<file path="config.mk">
export PLATFORM = sky130hd
export DESIGN_NAME = amp_power_sequencer
export DESIGN_NICKNAME = d
export VERILOG_FILES = /design/src/rtl/amp_ctrl_pkg.sv /design/src/rtl/amp_ctrl_timer.sv /design/src/rtl/amp_power_sequencer.sv
export SDC_FILE = /design/constraint.sdc
export NUM_CORES = 1
export LEC_CHECK = 0
export ABC_AREA = 1
export BUFFER_PORTS_ARGS = -buffer_cell sky130_fd_sc_hd__buf_2
export CAP_MARGIN = 15
export CORE_ASPECT_RATIO = 0.7
export CORE_UTILIZATION = 40
export DETAILED_ROUTE_END_ITERATION = 8
export GPL_TIMING_DRIVEN = 0
export PLACE_DENSITY = 0.6
export RECOVER_POWER = 25
export SETUP_SLACK_MARGIN = 0.4
export SLEW_MARGIN = 15
export SYNTH_ARGS = -nofsm -noshare
export SYNTH_HDL_FRONTEND = slang
export SYNTH_SLANG_ARGS = --single-unit
</file>
<file path="constraint.sdc">
create_clock -name clk -period 1.95 [get_ports clk]
set_clock_uncertainty 0.05 [all_clocks]
set_input_delay 0.195 -clock clk [delete_from_list [all_inputs] [get_ports clk]]
set_output_delay 0.195 -clock clk [all_outputs]
set_load 0.005 [all_outputs]
</file>
<file path="src/rtl/amp_ctrl_pkg.sv">
// Shared types and output decode for the PmodAMP2 power sequencer.
package amp_ctrl_pkg;

  // Sequencer states
  typedef enum logic [2:0] {
    ST_OFF    = 3'd0,
    ST_WAKE   = 3'd1,
    ST_ACTIVE = 3'd2,
    ST_MUTE   = 3'd3,
    ST_UNMUTE = 3'd4
  } amp_state_e;

  // Amplifier gain pin codes
  typedef enum logic [1:0] {
    GAIN_0 = 2'd0,
    GAIN_1 = 2'd1,
    GAIN_2 = 2'd2,
    GAIN_3 = 2'd3
  } amp_gain_e;

  // Control pins driven by the sequencer
  typedef struct packed {
    logic shutdown;
    logic audio_en;
    logic busy;
  } amp_out_t;

  localparam amp_out_t OUT_OFF    = '{shutdown: 1'b0, audio_en: 1'b0, busy: 1'b0};
  localparam amp_out_t OUT_WAKE   = '{shutdown: 1'b1, audio_en: 1'b0, busy: 1'b1};
  localparam amp_out_t OUT_ACTIVE = '{shutdown: 1'b1, audio_en: 1'b1, busy: 1'b0};
  localparam amp_out_t OUT_MUTE   = '{shutdown: 1'b1, audio_en: 1'b0, busy: 1'b1};
  localparam amp_out_t OUT_UNMUTE = '{shutdown: 1'b1, audio_en: 1'b0, busy: 1'b1};

  // Map a state onto its pin levels
  function automatic amp_out_t decode_outputs(amp_state_e s);
    amp_out_t o;
    o = OUT_OFF;
    case (s)
      ST_WAKE:   o = OUT_WAKE;
      ST_ACTIVE: o = OUT_ACTIVE;
      ST_MUTE:   o = OUT_MUTE;
      ST_UNMUTE: o = OUT_UNMUTE;
      default:   o = OUT_OFF;
    endcase
    return o;
  endfunction

  // Larger of two cycle counts, used to size the shared counters
  function automatic int unsigned max_u(int unsigned a, int unsigned b);
    return (a > b) ? a : b;
  endfunction

endpackage

</file>
<file path="src/rtl/amp_ctrl_timer.sv">
// Loadable down-counter that stops at zero; done is high while the count is zero.
module amp_ctrl_timer #(
  parameter int unsigned W = 8
) (
  input  logic         clk,
  input  logic         rst,
  input  logic         load_i,
  input  logic [W-1:0] load_val_i,
  output logic         done_o
);

  logic [W-1:0] cnt_q, cnt_d;
  logic         done_q;

  // Load has priority; otherwise count down and hold at zero
  always_comb begin
    cnt_d = cnt_q;
    if (load_i) begin
      cnt_d = load_val_i;
    end else if (cnt_q != '0) begin
      cnt_d = cnt_q - W'(1);
    end
  end

  // Count register with a registered terminal flag
  always_ff @(posedge clk or negedge rst) begin
    if (!rst) begin
      cnt_q  <= '0;
      done_q <= 1'b1;
    end else begin
      cnt_q  <= cnt_d;
      done_q <= (cnt_d == '0);
    end
  end

  assign done_o = done_q;

endmodule

</file>
<file path="src/rtl/amp_power_sequencer.sv">
// PmodAMP2 power/gain sequencer: wake delay, idle auto-shutdown and muted gain changes.
module amp_power_sequencer
  import amp_ctrl_pkg::*;
#(
  parameter int unsigned WAKE_CYCLES   = 1000000,
  parameter int unsigned SETTLE_CYCLES = 1000,
  parameter int unsigned IDLE_CYCLES   = 100000000
) (
  input  logic       clk,
  input  logic       rst,
  input  logic       enable,
  input  logic       activity,
  input  logic [1:0] gain_sel,
  input  logic       gain_wr,
  output logic [1:0] GAIN,
  output logic       SHUTDOWN,
  output logic       audio_en,
  output logic       busy
);

  localparam int unsigned MAX_CYC = max_u(max_u(WAKE_CYCLES, SETTLE_CYCLES), IDLE_CYCLES);
  localparam int unsigned CNT_W   = $clog2(MAX_CYC) + 1;

  localparam logic [CNT_W-1:0] WAKE_LOAD   = CNT_W'(WAKE_CYCLES - 1);
  localparam logic [CNT_W-1:0] SETTLE_LOAD = CNT_W'(SETTLE_CYCLES - 1);
  localparam logic [CNT_W-1:0] IDLE_LAST   = CNT_W'(IDLE_CYCLES - 1);

  amp_state_e       state_q, state_d;
  amp_out_t         out_q, out_d;
  logic [1:0]       run_q;
  logic             run;
  logic [CNT_W-1:0] idle_q, idle_d;
  amp_gain_e        gain_q, gain_d;
  amp_gain_e        pend_val_q, pend_val_d;
  logic             pend_q, pend_d;
  amp_gain_e        sel_c;
  logic             wr_acc_c;
  logic             apply_c;
  logic             tmr_load_c;
  logic [CNT_W-1:0] tmr_val_c;
  logic             tmr_done;

  // Release is seen two edges after rst rises; nothing moves before then
  assign run = run_q[1];

  // A write is dropped only when it matches both the live and the pending code
  assign sel_c    = amp_gain_e'(gain_sel);
  assign wr_acc_c = run && gain_wr && !((sel_c == gain_q) && (sel_c == pend_val_q));

  // State and output pin registers
  always_ff @(posedge clk or negedge rst) begin
    if (!rst) begin
      state_q <= ST_OFF;
      out_q   <= OUT_OFF;
    end else begin
      state_q <= state_d;
      out_q   <= out_d;
    end
  end

  // Next-state: enable low wins everywhere, then per-state sequencing
  always_comb begin
    state_d = state_q;
    if (run) begin
      if (!enable) begin
        state_d = ST_OFF;
      end else begin
        case (state_q)
          ST_OFF: begin
            if (activity) state_d = ST_WAKE;
          end
          ST_WAKE: begin
            if (tmr_done) state_d = ST_ACTIVE;
          end
          ST_ACTIVE: begin
            if (pend_q || wr_acc_c) begin
              state_d = ST_MUTE;
            end else if (!activity && (idle_q == IDLE_LAST)) begin
              state_d = ST_OFF;
            end
          end
          ST_MUTE: begin
            if (tmr_done) state_d = ST_UNMUTE;
          end
          ST_UNMUTE: begin
            if (tmr_done) state_d = ST_ACTIVE;
          end
          default: state_d = ST_OFF;
        endcase
      end
    end
  end

  // Output decode of the state being entered, registered alongside it
  always_comb begin
    out_d = decode_outputs(state_d);
  end

  // Timer is loaded on entry to each timed state
  always_comb begin
    tmr_load_c = 1'b0;
    tmr_val_c  = SETTLE_LOAD;
    if (state_d != state_q) begin
      case (state_d)
        ST_WAKE: begin
          tmr_load_c = 1'b1;
          tmr_val_c  = WAKE_LOAD;
        end
        ST_MUTE, ST_UNMUTE: begin
          tmr_load_c = 1'b1;
          tmr_val_c  = SETTLE_LOAD;
        end
        default: begin
          tmr_load_c = 1'b0;
          tmr_val_c  = SETTLE_LOAD;
        end
      endcase
    end
  end

  amp_ctrl_timer #(
    .W (CNT_W)
  ) u_timer (
    .clk        (clk),
    .rst        (rst),
    .load_i     (tmr_load_c),
    .load_val_i (tmr_val_c),
    .done_o     (tmr_done)
  );

  // Idle counter runs only while staying in ACTIVE; activity clears it
  always_comb begin
    idle_d = '0;
    if ((state_q == ST_ACTIVE) && (state_d == ST_ACTIVE) && !activity &&
        (idle_q != IDLE_LAST)) begin
      idle_d = idle_q + CNT_W'(1);
    end
  end

  // Gain and pending register: direct update in OFF, muted/unheard update elsewhere
  always_comb begin
    gain_d     = gain_q;
    pend_d     = pend_q;
    pend_val_d = pend_val_q;
    apply_c    = ((state_q == ST_WAKE) && (state_d == ST_ACTIVE) && pend_q) ||
                 ((state_q == ST_MUTE) && (state_d == ST_UNMUTE));
    if (state_q == ST_OFF) begin
      if (wr_acc_c) begin
        gain_d     = sel_c;
        pend_val_d = sel_c;
        pend_d     = 1'b0;
      end
    end else begin
      if (apply_c) begin
        gain_d = pend_val_q;
        pend_d = 1'b0;
      end
      if (wr_acc_c) begin
        pend_d     = 1'b1;
        pend_val_d = sel_c;
      end
    end
  end

  // Datapath registers; reset discards any gain change in flight
  always_ff @(posedge clk or negedge rst) begin
    if (!rst) begin
      run_q      <= 2'b00;
      idle_q     <= '0;
      gain_q     <= GAIN_0;
      pend_q     <= 1'b0;
      pend_val_q <= GAIN_0;
    end else begin
      run_q      <= {run_q[0], 1'b1};
      idle_q     <= idle_d;
      gain_q     <= gain_d;
      pend_q     <= pend_d;
      pend_val_q <= pend_val_d;
    end
  end

  assign GAIN     = gain_q;
  assign SHUTDOWN = out_q.shutdown;
  assign audio_en = out_q.audio_en;
  assign busy     = out_q.busy;

endmodule

</file>
==> results of run 1 <==
-- worst max-delay path by stage --
stage | endpoint | from | slack [ns]
2_1_floorplan | u_timer.done_o | idle_q[0] | -0.19
5_1_grt | idle_q[15] | state_q[2] | -0.75
4_1_cts | u_timer.done_o | idle_q[0] | -0.58
3_5_place_dp | u_timer.done_o | u_timer.cnt_q[13] | -0.85
6_report | idle_q[4] | state_q[2] | -0.62
3_3_place_gp | u_timer.done_o | u_timer.cnt_q[13] | -0.83
-- cell usage after synthesis, types with 2 or more instances --
library cell and count:
a31oi_1 2, nor2_1 116, nor2_4 2, a21oi_1 19, nor3b_1 6, inv_2 6
nand2_2 5, o21ai_2 2, buf_2 3, xnor2_1 4, dfrtp_1 69, nand3_1 29
nor3_2 3, xor2_1 24, inv_1 81, nand3_2 4, nor3_1 23, ha_1 3
nor4_1 3, nand4_1 12, o21ai_0 22, or2_2 4, nand2_1 113, nor2_2 4
-- layer usage --
layer / global-route usage, % / wire [um] / up-vias
met2: 32.1 / 4970 / 83
met4: 5.81 / 80 / 0
met1: 30.5 / 5630 / 1909
met3: 5.56 / 571 / 6
met5: 0 / 0 / -
li1: - / - / 1984
-- per-stage QoR --
stage	hold slack, ns	setup TNS (ns)	area, um2	instances
after floorplan	-0.151	-1.25	4320	577
after global placement	0.283	-19.19	4540	716
after detailed placement	0.0527	-21.05	4570	717
after CTS	0.114	-26.32	5340	766
after global routing	0.140	-36.67	5670	791
final	0.139	-28.63	5670	791
-- cells by family (layout without fill, tap and decap cells) --
kind of cell	count (synthesis)	in the layout	synth area share (%)
xor+xnor	28	28	5.82
simple gates	328	328	35.2
other cells	1	1	0.0890
flops	70	70	41.6
buf+inv	95	181	9.09
fa+ha+maj	3	3	0.891
compound gates	52	52	7.28
-- layout make-up --
cell class | instances | area (um2) | share of cell area [%]
timing repair buffer | 70 | 581 | 10.2
clock inverter | 3 | 42.5 | 0.751
sequential | 70 | 1760 | 31.0
tap | 128 | 160 | 2.83
inverter | 88 | 333 | 5.87
buffer | 7 | 90.1 | 1.59
multi-input combinational | 412 | 2440 | 43.1
clock buffer | 13 | 260 | 4.59
-- timing repair --
action	in CTS	in global routing
setup buffers	31	25
endpoints found under the hold margin	19	0
resized for setup	60	43
gates cloned	1	0
endpoints found under the setup margin	64	65
pin swaps	21	31
hold buffers	1	0
-- registers in the layout, summed over array words and instances (netlist names) --
name / flops
state_q: 3
GAIN: 2
pend_q: 1
audio_en: 1
busy: 1
idle_q: 28
run_q: 2
u_timer.cnt_q: 28
u_timer.done_o: 1
SHUTDOWN: 1
pend_val_q: 2
-- tightest hold or removal path, stage by stage --
cell and delay, ns:
buf_2 0.11, inv_1 0.08, o21ai_0 0.09
-- power by group through the flow --
| stage | registers (mW) | logic, mW | clock network (mW) |
|---|---|---|---|
| floorplan | 1.86 | 1.00 | 0 |
| global placement | 1.91 | 1.28 | 0 |
| detailed placement | 1.91 | 1.30 | 0 |
| CTS | 1.89 | 1.51 | 1.72 |
| global route | 1.93 | 1.83 | 1.78 |
| finish | 1.90 | 1.61 | 1.68 |
==> results by group, run 1 <==
Synth
  • Mapped Avg Cell Area: 7.30 um2
  • Syn nets: 587
  • Post-synth EDFFs: 0
  • Post-synth top flop: dfrtp_1
  • Area share of the largest cell type after synthesis: 41.0%
  • Post-synthesis sequential area ratio: 41.6%
  • Warnings from Yosys: 0
  • Leading post-synthesis cells by cell area: dfrtp_1, nor2_1, nand2_1, inv_1, xor2_1
  • Synth cell types: 42
  • Yosys reg bits: 70
  • Mapped Cells: 577
  • Mapped cell area: 4210 um2
  • Async set-reset flop share out of synthesis: 100%
  • Synth area leader: dfrtp_1

Status
  • Failing checks: setup timing
  • Status: finished, violations left

Routing
  • Detailed-route wire length: 11.2 mm
  • Initial drt markers: 275
  • DR pass1 iterations: 5
  • WL/cell: 14.2 um
  • Drt drc: 0
  • Via count: 3,982
  • DRT antenna net count: 0
  • Vias/cell: 5.03

Worst setup path
  • Worst-path cell chain: buf_6, buf_4, nor3_4, nand2_2, buf_4, nand3_4, a21oi_4, buf_4, buf_6, buf_4, nor3_4, nand4_4, buf_4, nor3b_2
  • Critical path depth in cells: 14
  • Worst R2R Path Depth: 14
  • Reg2reg start: state_q[2]
  • Crit end category: flip-flop
  • Worst Path Max Fanout: 9
  • Delay-heaviest family, CP: buffers and inverters
  • Worst path slowest cell: dfrtp_1
  • Critical Path Source Type: flip-flop
  • RR Endpoint: idle_q[4]
  • CP required: 2.15 ns
  • Most used cell, CP: buf_4
  • Crit-path max cell delay: 0.37 ns
  • Buf/Inv on CP: 7
  • Worst Path Arrival: 2.78 ns
  • R2R Setup Slk: -0.62 ns
  • Crit path kind: reg2reg

Finish
  • Share of cells above drive strength 1: 30.9%
  • Most common cell after layout, fill and taps aside: nor2_1
  • Nets: 668
  • Filler instances: 917
  • Layout Utilization: 57.0%
  • Commonest non-fill, non-tap cells in the layout: nor2_1, nand2_1, inv_1, dfrtp_1, buf_4
  • Diodes inserted: 0
  • Layout area overhead: 34.6%

Min path
  • Hold_sp: gain_sel[0]
  • Hold depth: 3
  • Hold EP: pend_val_q[0]
  • Hold/Removal Path Class: in2reg

Place
  • Worst slack, placed: -0.852 ns
  • Port bufs: 11
  • Final Wtd Congestion: 0.876
  • DP HPWL: 7.57 mm

CTS
  • Clk_lat worst skew: 0.33 ns
  • TritonCTS sink count: 70
  • Clk buf depth: 2
  • CTS tree: built
  • H-Tree Level Count: 3
  • CTS clk-pin slew, worst paths: 0.06 ns
  • Total CTS buffers: 9
  • Root buffer cell: clkbuf_16

Power and ir drop
  • Pleak: 2.57 nW
  • Final Power: 5.19 mW
  • PD cells: 916 nW/um2
  • Gate power share: 31.1%
  • Sw Ratio: 35.1%
  • Max IR drop VDD: 0.437 mV
  • Int Power: 3.37 mW
  • Sw power: 1.82 mW
  • Clk pwr share: 32.3%
  • Seq pwr share: 36.6%

STA
  • F_max: 389 MHz
  • Final min period: 2.57 ns
  • Worst-Margin Slew: 1.21 ns
  • Final Cycle Share: 132%
  • Slew HR: 19.7%
  • Hold Vio Cnt, Final: 0
  • Final setup viols: 63
  • Fin. max-slew vios: 0
  • Final setup margin: -0.622 ns
  • RSZ-0062 raised after global routing: true

Global route
  • First-pass GRT wire length: 18.3 mm
  • Vias in the first global route: 3,738
  • Total Routing Usage GR: 21.4%
  • Grt total ovfl: 0
  • Initial antenna violation count: 0
  • Largest net degree at the start of global routing: 52

Floorplanning
  • Io pins: 12
  • Site Rows: 30
  • Die W: 125 um
  • Die area: 10,900 um2
  • Placeable Area: 9950 um2
  • Initial Util: 42.3%
  • Die H: 87.9 um

Run
  • Max-cap violations: 0
Note: power is estimated with default switching activity, not from simulation.
==> inputs of run 2 (changes only) <==
--- a/config.mk
+++ b/config.mk
@@ -10,6 +10,7 @@
 export CAP_MARGIN = 15
 export CORE_ASPECT_RATIO = 0.7
 export CORE_UTILIZATION = 40
+export CTS_BUF_LIST = sky130_fd_sc_hd__clkbuf_2
 export DETAILED_ROUTE_END_ITERATION = 8
 export GPL_TIMING_DRIVEN = 0
 export PLACE_DENSITY = 0.6
==> run 2 against run 1 <==
Net effect:
- the run still ends with setup timing left
- routed wire length up 6.1%
- critical path type unchanged
- clock-buffer cell count down 2
- via count up 1.9%
- global-route usage up 0.91 points
- utilization up 2.9 points
- worst setup slack worse by 0.011 ns
- cell count up 2.7%
- die area unchanged
==> results by group, run 2 (same netlist as run 1, synthesis figures left out) <==
CTS
  • Root buffer cell: clkbuf_2
  • Clk_lat worst skew: 0.52 ns (+0.19 ns)
  • H-Tree Level Count: 3 (unchanged)
  • CTS clk-pin slew, worst paths: 0.19 ns (+0.13 ns)
  • CTS tree: built
  • Total CTS buffers: 9 (unchanged)
  • TritonCTS sink count: 70 (unchanged)
  • Clk buf depth: 2 (unchanged)
  • # hold bufs at CTS: 5 (+4)

Worst setup path
  • Worst Path Arrival: 3.00 ns (+0.22 ns)
  • Reg2reg start: idle_q[0]
  • Crit end category: flip-flop
  • R2R Setup Slk: -0.63 ns (about the same)
  • Buf/Inv on CP: 2 (-5)
  • Worst R2R Path Depth: 19 (+5)
  • Critical Path Source Type: flip-flop
  • CP required: 2.37 ns (+0.22 ns)
  • Most used cell, CP: nand2_4
  • Delay-heaviest family, CP: simple AND/OR/NAND/NOR gates
  • Worst path slowest cell: dfrtp_1
  • RR Endpoint: u_timer.done_o
  • Crit-path max cell delay: 0.41 ns (+0.04 ns)
  • Worst-path cell chain: ha_2, nand2_4, nor2_4, nand2_4, nor2_4, nand3_2, nand2_4, nand3_4, a21oi_4, nand2_2, nand2_4, nand2_8, buf_12, buf_16, a21oi_4, nand2_1, nor2_2, nand2_1, nor2_1
  • Crit path kind: reg2reg
  • Worst Path Max Fanout: 5 (-4)

Global route
  • Grt total ovfl: 0 (unchanged)
  • First-pass GRT wire length: 19.1 mm (+4.1%)
  • Largest net degree at the start of global routing: 52 (unchanged)
  • GR Util met1: 32.4% (+1.8 points)
  • Met3 usage: 5.19% (-0.37 points)
  • Vias in the first global route: 3,862 (+3.3%)
  • Gr busiest metal: met2
  • Total Routing Usage GR: 22.3% (+0.91 points)
  • Initial antenna violation count: 0 (unchanged)
  • Met2 GRT Util: 33.4% (+1.3 points)

Finish
  • Layout area overhead: 41.3%
  • Final Cell Area: 5950 um2 (+5.0%)
  • Diodes inserted: 0 (unchanged)
  • Most common cell after layout, fill and taps aside: nand2_1
  • Nets: 689 (+3.1%)
  • Filler instances: 873 (-4.8%)
  • Commonest non-fill, non-tap cells in the layout: nand2_1, nor2_1, inv_1, dfrtp_1, buf_4
  • Multi-input gate area: 2610 um2 (+6.7%)
  • Largest regs: idle_q x28, u_timer.cnt_q x28, state_q x3
  • FF+latch area: 1760 um2 (about the same)
  • Share of cells above drive strength 1: 35.8% (+4.9 points)

STA
  • Slew HR: 14.9% (-4.8 points)
  • Setup TNS: -24.60 ns (+4.03 ns)
  • Final min period: 2.58 ns (+0.0112 ns)
  • Final setup viols: 63 (unchanged)
  • Worst-Margin Slew: 1.28 ns (+0.0717 ns)
  • F_max: 387 MHz (-0.43%)
  • Final setup margin: -0.634 ns (-0.0112 ns)
  • Hold Vio Cnt, Final: 0 (unchanged)
  • Final Cycle Share: 132% (+0.57 points)
  • RSZ-0062 raised after global routing: true
  • Fin. max-slew vios: 0 (unchanged)

Min path
  • Hold depth: 5 (+2)
  • Hold/Removal Path Class: in2reg
  • Hold EP: GAIN[0]
  • Hold_sp: gain_sel[0]

Routing
  • Drt drc: 0 (unchanged)
  • Initial drt markers: 281 (+2.2%)
  • Vias/cell: 5.00 (-0.70%)
  • WL/cell: 14.7 um (+3.3%)
  • Detailed-route wire length: 11.9 mm (+6.1%)
  • Via count: 4,059 (+1.9%)
  • DR pass1 iterations: 4 (-1)
  • DRT antenna net count: 0 (unchanged)

Power and ir drop
  • Clk pwr share: 18.8% (-13 points)
  • Sw Ratio: 39.8% (+4.7 points)
  • Int Power: 2.62 mW (-22%)
  • Pleak: 2.67 nW (+4.0%)
  • Sw power: 1.73 mW (-4.9%)
  • Gate power share: 37.8% (+6.7 points)
  • Max IR drop VDD: 0.390 mV (-11%)
  • Seq pwr share: 43.4% (+6.8 points)
  • PD cells: 732 nW/um2 (-20%)

Place
  • Dpl cell area: 4570 um2 (unchanged)
  • Port bufs: 11 (unchanged)
  • DP HPWL: 7.57 mm (unchanged)
  • Final Wtd Congestion: 0.876 (unchanged)

Floorplanning
  • Site Rows: 30 (unchanged)
  • Die W: 125 um (unchanged)
  • Placeable Area: 9950 um2 (unchanged)
  • Die area: 10,900 um2 (unchanged)
  • Io pins: 12 (unchanged)
  • Initial Util: 42.3% (unchanged)
  • Die H: 87.9 um (unchanged)

Status
  • Failing checks: setup timing
  • Status: finished, violations left

Run
  • Max-cap violations: 0 (unchanged)
-- run 2: routing by layer --
layer | vias to the layer above | share of wire, % | routed length (um)
li1 | 2026 | - | -
met2 | 78 | 45 | 5350
met4 | 0 | 1.2 | 142
met1 | 1941 | 49 | 5890
met3 | 14 | 4.6 | 545
met5 | - | 0 | 0
-- run 2: worst max path at each step --
stage                 startpoint  slack (ns)  depth (start not counted)              to
4_1_cts                idle_q[0]       -0.61                         19  u_timer.done_o
3_3_place_gp   u_timer.cnt_q[13]       -0.83                         15  u_timer.done_o
3_5_place_dp   u_timer.cnt_q[13]       -0.85                         15  u_timer.done_o
6_report               idle_q[0]       -0.63                         19  u_timer.done_o
5_1_grt               idle_q[13]       -0.74                         19  u_timer.done_o
2_1_floorplan          idle_q[0]       -0.19                         19  u_timer.done_o
-- run 2: power by group through the flow --
stage                     sequential (mW)  clock [mW]  combinational, mW
final                                1.89       0.821               1.65
after global routing                 1.92       0.921               1.85
after CTS                            1.89       0.860               1.49
after detailed placement             1.91           0               1.30
after global placement               1.91           0               1.28
after floorplan                      1.86           0               1.00
-- run 2: area by class of cell --
class	instances	area share, %
buffer	7	1.81
clock buffer	11	0.925
clock inverter	5	0.841
inverter	88	5.68
multi-input combinational	412	43.8
sequential	70	29.5
tap	128	2.69
timing repair buffer	91	14.7
-- run 2: worst register-to-register path: stages, from the launching register on --
cell     delay (ns)
dfrtp_1        0.41
ha_2           0.22
nand2_4        0.07
nor2_4         0.11
nand2_4        0.08
nor2_4         0.12
nand3_2        0.10
nand2_4        0.08
nand3_4        0.08
a21oi_4        0.16
nand2_2        0.10
nand2_4        0.10
nand2_8        0.07
buf_12         0.13
buf_16         0.13
a21oi_4        0.15
nand2_1        0.08
nor2_2         0.12
nand2_1        0.08
nor2_1         0.10
-- run 2: timing repair --
action,in CTS,in global routing
pin swaps,31,41
buffers inserted,43,28
hold endpoints to repair,72,1
resized for setup,98,70
setup endpoints to repair,64,66
gates cloned,3,0
-- run 2: through the flow --
stage	cells	setup WS [ns]	total power, mW	utilization [%]	hold WS, ns
4_1_cts	784	-0.606	4.24	55.4	0.0125
3_3_place_gp	716	-0.828	3.19	45.6	0.283
3_5_place_dp	717	-0.852	3.21	45.9	0.0527
2_1_floorplan	577	-0.188	2.86	-	-0.151
5_1_grt	812	-0.739	4.69	59.8	-0.0227
6_report	812	-0.634	4.36	59.8	0.0315
